===== src/rtl/ir_pkg.sv =====
// Shared constants for the instruction queue: default widths, NOP encoding
// and the opcode values carried in the top OP_W bits of an instruction.
package ir_pkg;

   localparam int IR_N    = 16;
   localparam int IR_OP_W = 4;

   // Instruction word loaded into the holding register after reset.
   localparam logic [IR_N-1:0] IR_NOP = 16'h0000;

   typedef enum logic [IR_OP_W-1:0] {
      OP_NOP   = 4'h0,
      OP_LOAD  = 4'h1,
      OP_STORE = 4'h2,
      OP_ADD   = 4'h3,
      OP_SUB   = 4'h4,
      OP_HALT  = 4'hF
   } opcode_e;

endpackage : ir_pkg


===== src/rtl/ir_fifo_mem.sv =====
// DEPTH x N instruction storage: one synchronous write port and one
// asynchronous read port. Contents are deliberately not reset.
module ir_fifo_mem #(
   parameter int N     = 16,
   parameter int DEPTH = 4,
   parameter int AW    = $clog2(DEPTH)
) (
   input  logic          i_clk,
   input  logic          i_we,
   input  logic [AW-1:0] i_waddr,
   input  logic [N-1:0]  i_wdata,
   input  logic [AW-1:0] i_raddr,
   output logic [N-1:0]  o_rdata
);

   logic [N-1:0] r_mem [DEPTH];

   // Store the fetched word at the write pointer when a push is accepted.
   always_ff @(posedge i_clk) begin
      if (i_we) begin
         r_mem[i_waddr] <= i_wdata;
      end
   end

   assign o_rdata = r_mem[i_raddr];

endmodule : ir_fifo_mem


===== src/rtl/instruction_queue.sv =====
// Instruction FIFO feeding a holding instruction register. Fetch pushes
// words, the control unit pops them into q with ir_ld, and a branch flush
// discards everything queued while leaving q untouched.
module instruction_queue
   import ir_pkg::*;
#(
   parameter int            N         = IR_N,
   parameter int            DEPTH     = 4,
   parameter int            OP_W      = IR_OP_W,
   parameter logic [N-1:0]  RESET_VAL = IR_NOP
) (
   input  logic                     i_clk,
   input  logic                     i_rst,
   input  logic [N-1:0]             i_d,
   input  logic                     i_d_valid,
   output logic                     o_d_ready,
   input  logic                     i_ir_ld,
   input  logic                     i_flush,
   output logic [N-1:0]             o_q,
   output logic [OP_W-1:0]          o_opcode,
   output logic                     o_q_valid,
   output logic [$clog2(DEPTH):0]   o_count,
   output logic                     o_empty,
   output logic                     o_full,
   output logic                     o_underflow
);

   localparam int AW = $clog2(DEPTH);
   localparam int CW = AW + 1;
   localparam logic [CW-1:0] DEPTH_C = CW'(DEPTH);

   logic [AW-1:0] r_wr_ptr;
   logic [AW-1:0] r_rd_ptr;
   logic [CW-1:0] r_count;
   logic          r_empty;
   logic          r_full;
   logic [N-1:0]  r_q;
   logic          r_q_valid;
   logic          r_underflow;

   logic          w_push;
   logic          w_pop;
   logic          w_uflow;
   logic [CW-1:0] w_count_nxt;
   logic [N-1:0]  w_head;

   // Flush overrides both sides; push is gated by full, pop by empty, so a
   // full queue with push+pop only pops and an empty one only pushes.
   assign w_push  = i_d_valid && !r_full  && !i_flush;
   assign w_pop   = i_ir_ld   && !r_empty && !i_flush;
   assign w_uflow = i_ir_ld   &&  r_empty && !i_flush;

   ir_fifo_mem #(
      .N     (N),
      .DEPTH (DEPTH),
      .AW    (AW)
   ) u_mem (
      .i_clk   (i_clk),
      .i_we    (w_push),
      .i_waddr (r_wr_ptr),
      .i_wdata (i_d),
      .i_raddr (r_rd_ptr),
      .o_rdata (w_head)
   );

   // Next occupancy from the accepted push/pop pair.
   always_comb begin
      w_count_nxt = r_count;
      if (i_flush) begin
         w_count_nxt = '0;
      end else begin
         case ({w_push, w_pop})
            2'b10:   w_count_nxt = r_count + CW'(1);
            2'b01:   w_count_nxt = r_count - CW'(1);
            default: w_count_nxt = r_count;
         endcase
      end
   end

   // Pointers, occupancy flags, instruction register and sticky underflow.
   always_ff @(posedge i_clk or posedge i_rst) begin
      if (i_rst) begin
         r_wr_ptr    <= '0;
         r_rd_ptr    <= '0;
         r_count     <= '0;
         r_empty     <= 1'b1;
         r_full      <= 1'b0;
         r_q         <= RESET_VAL;
         r_q_valid   <= 1'b0;
         r_underflow <= 1'b0;
      end else begin
         r_count <= w_count_nxt;
         r_empty <= (w_count_nxt == '0);
         r_full  <= (w_count_nxt == DEPTH_C);
         if (i_flush) begin
            r_wr_ptr  <= '0;
            r_rd_ptr  <= '0;
            r_q_valid <= 1'b0;
         end else begin
            if (w_push) begin
               r_wr_ptr <= r_wr_ptr + AW'(1);
            end
            if (w_pop) begin
               r_rd_ptr  <= r_rd_ptr + AW'(1);
               r_q       <= w_head;
               r_q_valid <= 1'b1;
            end
            if (w_uflow) begin
               r_underflow <= 1'b1;
            end
         end
      end
   end

   assign o_d_ready   = !r_full;
   assign o_q         = r_q;
   assign o_opcode    = r_q[N-1:N-OP_W];
   assign o_q_valid   = r_q_valid;
   assign o_count     = r_count;
   assign o_empty     = r_empty;
   assign o_full      = r_full;
   assign o_underflow = r_underflow;

endmodule : instruction_queue

===== config.mk =====
export PLATFORM = sky130hd
export DESIGN_NAME = instruction_queue
export DESIGN_NICKNAME = d
export VERILOG_FILES = /design/src/rtl/ir_pkg.sv /design/src/rtl/ir_fifo_mem.sv /design/src/rtl/instruction_queue.sv
export SDC_FILE = /design/constraint.sdc
export NUM_CORES = 1
export LEC_CHECK = 0
export CAP_MARGIN = 15
export CORE_MARGIN = 1
export CORE_UTILIZATION = 58
export DETAILED_ROUTE_END_ITERATION = 7
export GPL_TIMING_DRIVEN = 0
export PLACE_DENSITY = 0.89
export SYNTH_ARGS = -nofsm -noshare
export SYNTH_HDL_FRONTEND = slang
export SYNTH_SLANG_ARGS = --single-unit

===== constraint.sdc =====
create_clock -name i_clk -period 3.75 [get_ports i_clk]
set_input_delay 1.125 -clock i_clk [delete_from_list [all_inputs] [get_ports i_clk]]
set_output_delay 1.125 -clock i_clk [all_outputs]
set_load 0.01 [all_outputs]

; Word-level counts from Yosys, hierarchy flattened
; Memory sizes are Yosys's and may differ from the RTL's. A register that Yosys moved wholly into a read port is not among the register bits.
; Index checks and enable logic that the tools add are counted.
[classes]
addsub = 4
n_eq_ne = 3
mux = 10
bitwise_logic = 1
reduce_logical = 14
[ops]
columns = op, count
row1 = $mux W2, 4
row2 = $logic_and A1 B1 Y1, 6
row3 = $pmux W3 S2, 1
row4 = $add A2 B1 Y2 const B, 2
row5 = $mux W1, 4
row6 = $reduce_and A2 Y1, 2
row7 = $reduce_bool A2 Y1, 2
row8 = $add A3 B1 Y3 const B, 1
row9 = $eq A3 B3 Y1 const B, 1
row10 = $logic_not A1 Y1, 3
row11 = $logic_not A3 Y1, 1
row12 = $mux W3, 1
row13 = $sub A3 B1 Y3 const B, 1
row14 = $eq A2 B1 Y1 const B, 1
row15 = $eq A2 B2 Y1 const B, 1
row16 = $not A1 Y1, 1
[word_totals]
ff_bits = 11
mem_bits_rw = 64
out_inout_bits = 28
wordCells = 40
memories = 1
[mem_list]
columns = name, words, word_bits, rd, rd_clocked_by_memory_dff, write_ports, line
row1 = u_mem.r_mem, 4, 16, 1, 1, 1, ir_fifo_mem.sv:16  ; logic [N-1:0] r_mem [DEPTH];

; Depth between registers and ports, before layout
[logic_depth]
depth_word = 7
mapped_depth = 9
depth_no_buf = 8

; Cells and area by module
; A second synthesis with hierarchy kept.
[hier_totals]
hier_cells = 177
hier_area_um2 = 3607.2
[by_module_without_submodules]
columns = module, instances, cells_per_inst, area_per_inst_um2
row1 = ir_fifo_mem, 1, 88, 2377.3
row2 = instruction_queue, 1, 89, 1229.9

; Worst setup path before layout
; Ideal clock, no wire load.
[synth_timing]
kind = input port to flip-flop
start = input i_ir_ld
end = register r_count[2], in the netlist o_count[2]
arrival_ps = 3029
required_ps = 3686
setup_slack_ps = 657
cell_stages = 9
n_path_buf = 2
cell_sequence = nor2b_2 nor2b_1 buf_4 buf_4 ha_1 fa_1 xor2_1 nor4b_1 or2_2
[synth_between]
elab_chain_len = 5
[synth_lines]
columns = element, line
row1 = start: declaration, instruction_queue.sv:17  ; input logic i_ir_ld,
row2 = $logic_and A1 B1 Y1 (*) (2 in a row), instruction_queue.sv:50  ; assign w_pop = i_ir_ld && !r_empty && !i_flush;
row3 = $eq A2 B1 Y1 / $eq A2 B2 Y1 (equally long branches), instruction_queue.sv:72  ; case ({w_push, w_pop})
row4 = $pmux W3 S2 (*), instruction_queue.sv:72
row5 = $mux W3 (*), instruction_queue.sv:69  ; if (i_flush) begin
row6 = via w_count_nxt[2], instruction_queue.sv:44  ; logic [CW-1:0] w_count_nxt;
row7 = end signal: assignment, instruction_queue.sv:92  ; r_count <= w_count_nxt;
row8 = end: declaration, instruction_queue.sv:34  ; logic [CW-1:0] r_count;
; Mark *: on every way through the listed nets, which the timed path passes. The rest lies on a longest branch.
; A chain may end at the register's enable or synchronous reset.

; Worst setup path in the final report
; Same ends and word-level chain as after synthesis.

==> metrics.md <==
| Metric | Value |
|---|---|
| Peak VDD IR | between 0.3 and 0.4 mV |
| Hold EP | o_underflow$_DFFE_PP0P_ |
| CTS buffer count | 9 |
| Hold path depth | 1 |
| FF+latch area | roughly 2600 um2 |
| Via count | 1,792 |
| Min Tclk post-route | between 3000 and 4000 ps |
| Synth area leader | edfxtp_1 |
| MaxCap Viol Count | 0 |
| Dpl cell area | 4190 um2 |
| Top_reg_cell synth | edfxtp_1 |
| Power Dens Cells | 556 nW/um2 |
| FP Rows | 28 |
| Via density per instance | 5.57 |
| FF-to-FF path depth | 9 |
| Die Footprint | between 6000 and 7000 um2 |
| Ranking of synthesized cells by area | edfxtp_1 53%, dfrtp_1 18%, mux4_1 5.8% |
| Yosys cell types | 35 |
| DIE WIDTH | roughly 81 um |
| Final Hold Vio Count | 0 |
| Critical path class | in2reg |
| Post-CTS Setup Bufs | 0 |
| CTS tree | yes |
| FF-to-FF End | o_count[2]$_DFF_PP0_ |
| Slowest CP cell | clkdlybuf4s50_1 |
| Yosys warns | 0 |
| Total gr overflow | 0 |
| Slew HR | around two fifths |
| Total Routing Usage GR | 21.2% |
| Initial core utilization | 60.8% |
| Netlist area before placement | between 3000 and 4000 um2 |
| Area share of the largest cell type after synthesis | 53.1% |
| Critical R2R Launch | o_empty$_DFF_PP1_ |
| EDFF count, synth | 64 |
| Synthesized Nets | 209 |
| H-tree levels | 3 |
| CORE AREA | 5960 um2 |
| Critical path required time | 4050 ps |
| Antenna violations before repair | 0 |
| Clock Path Buffers | 2 |
| Hold Buf Count CTS | 0 |
| Post-synth ARST share | 29.7% |
| CP max stage delay | 460 ps |
| Worst slew pin tran | 884 ps |
| CP cell instances | clkdlybuf4s50_1 -> nor2b_2 -> nor2b_1 -> buf_4 -> buf_4 -> ha_1 -> fa_1 -> xor2_1 -> nor4b_1 -> or2_2 |
| Post-synthesis register bit count | ~90 |
| Die span in y | 81 um |
| Design area | between 4000 and 5000 um2 |
| Final period util | 92.3% |
| Crit Path Max Fanout | 10 |
| I/O Pins | 49 |
| Share of cells above drive strength 1 | 20.2% |
| Pin count of the biggest net entering global routing | 28 |
| Synthesis-to-finish area growth | 21.2% |
| WL/cell | between 15 and 20 um |
| Post-synthesis sequential area ratio | 71.8% |
| Post-CTS sizing | 0 |
| Slew Limit Fails | 0 |
| Crit end category | register |
| Vias in the first global route | 1,876 |
| Leak pwr | 0.00160 uW |
| Fill cell count | 384 |
| Setup TNS | 0 ps |
| RSZ-0062 raised after global routing | no |
| Nets | 269 |
| HP Class | reg2reg |
| Finish-stage setup viols | 0 |
| Multi-input combinational cell area | slightly above 900 um2 |
| Port-buffer cells | 48 |
| Detailed Route WL | between 6000 and 7000 um |
| CP arrival | 3760 ps |
| Clock Latency Late Sink | 350 ps |
| GPL Wtd Cong | between 0.7 and 0.8 |
| Hold_ws | 487 ps |
| DRT Pass-1 Iters | 4 |
| Worst hold start | o_underflow$_DFFE_PP0P_ |
| DRT antenna net count | 0 |
| Critical Path Most Common Cell | buf_4 |
| Nature of the critical path startpoint | input port |
| Root Buffer | clkbuf_8 |
| DR iter-0 viols | 79 |
| Number of remaining DRC errors | 0 |
| Clock sink total | 91 |
| R2R Setup Slk | 1080 ps |
| Clock transition at the registers of the reported paths | 90 ps |
| Global-route wire length before repair | 9450 um |
| Hpwl dp | 3900 um |
| Mapped Cells | 182 |
| Clk_skew | 9.70 ps |
| Tot Pwr | 2440 uW |
| N_diodes | 0 |
| Mean Syn Cell Area | 19.9 um2 |
| Run status | complete, no violations |
| FMAX | 289 MHz |
worst max-delay path: cells and delay by family:
family / cells / cell delay (ps)
xor gates and xnor gates: 1 / 210
adders and majority gates: 2 / 630
and+or+nand+nor: 4 / 940
buffers and inverters: 3 / 840
routing by layer:
layer,vias up,part of all wire (%),GRT usage [%]
met4,0,1.3,8.57
li1,813,-,-
met2,53,55,37.3
met1,919,40,25.3
met3,7,3.5,4.83
met5,-,0,0
cell families after synthesis:
group / after synthesis / share of synthesized area (%)
muxes: 34 / 17.1
AOI/OAI and AO/OA: 4 / 0.830
DFF: 91 / 71.8
buffers and inverters: 18 / 3.18
adders and majority gates: 6 / 2.28
and+or+nand+nor: 24 / 3.56
xor gates and xnor gates: 5 / 1.21
cell type report:
type	count	share of cell area, %
Multi-Input combinational cell	73	20.7
Buffer	12	2.11
Sequential cell	91	59.3
Clock buffer	12	3.08
Timing Repair Buffer	49	11.6
Inverter	6	0.514
Clock inverter	4	0.656
Tap cell	75	2.14
worst max path at each step:
stage / startpoint / endpoint / slack (ps)
2_1_floorplan: i_ir_ld / o_count[2]$_DFF_PP0_ / 660
3_3_place_gp: i_ir_ld / o_count[2]$_DFF_PP0_ / 40
3_5_place_dp: i_ir_ld / o_full$_DFF_PP0_ / -70
4_1_cts: i_ir_ld / o_count[2]$_DFF_PP0_ / 320
5_1_grt: i_ir_ld / o_count[2]$_DFF_PP0_ / 100
6_report: i_ir_ld / o_count[2]$_DFF_PP0_ / 290
per-stage QoR:
stage,worst slack [ps],cells,utilization (%)
after floorplan,657,182,-
after global placement,35.2,305,70.4
after detailed placement,-65.4,305,70.4
after CTS,317,321,73.2
after global routing,99.1,322,73.6
final,289,322,73.6
registers in the layout, summed over array words and instances, names as in the netlist:
| register | flops |
|---|---|
| o_count | 3 |
| o_empty | 1 |
| o_underflow | 1 |
| o_q | 16 |
| r_rd_ptr | 2 |
| u_mem.r_mem | 64 |
| r_wr_ptr | 2 |
| o_q_valid | 1 |
| o_full | 1 |
placed cells by master, fill, tap and decap left out, types with 6 or more instances in the layout:
cell type        count
mux4_2               8
inv_1                6
buf_4                6
nor2_1              10
edfxtp_1            64
dfrtp_1             26
mux4_1               8
mux2_4               8
clkdlybuf4s50_1     48
clkbuf_8             9
mux2_2               7
power breakdown:
group | leakage [uW] | total, uW | internal, uW | switching [uW]
logic | 0.000612 | 588 | 382 | 206
registers | 0.000915 | 1270 | 1200 | 75.1
clock network | 0.0000766 | 575 | 242 | 333
total | 0.00160 | 2440 | 1820 | 614
synthesized netlist by cell type (2+ instances only):
library cell / n
buf_4: 6
xor2_1: 3
clkbuf_1: 2
nor2_1: 10
mux4_1: 8
nand2b_1: 2
ha_1: 5
mux2_2: 7
mux4_2: 8
dfrtp_1: 26
xnor2_1: 2
inv_1: 6
edfxtp_1: 64
mux2i_1: 2
and2_1: 4
mux2_4: 8
Note: power is estimated with default switching activity, not from simulation.
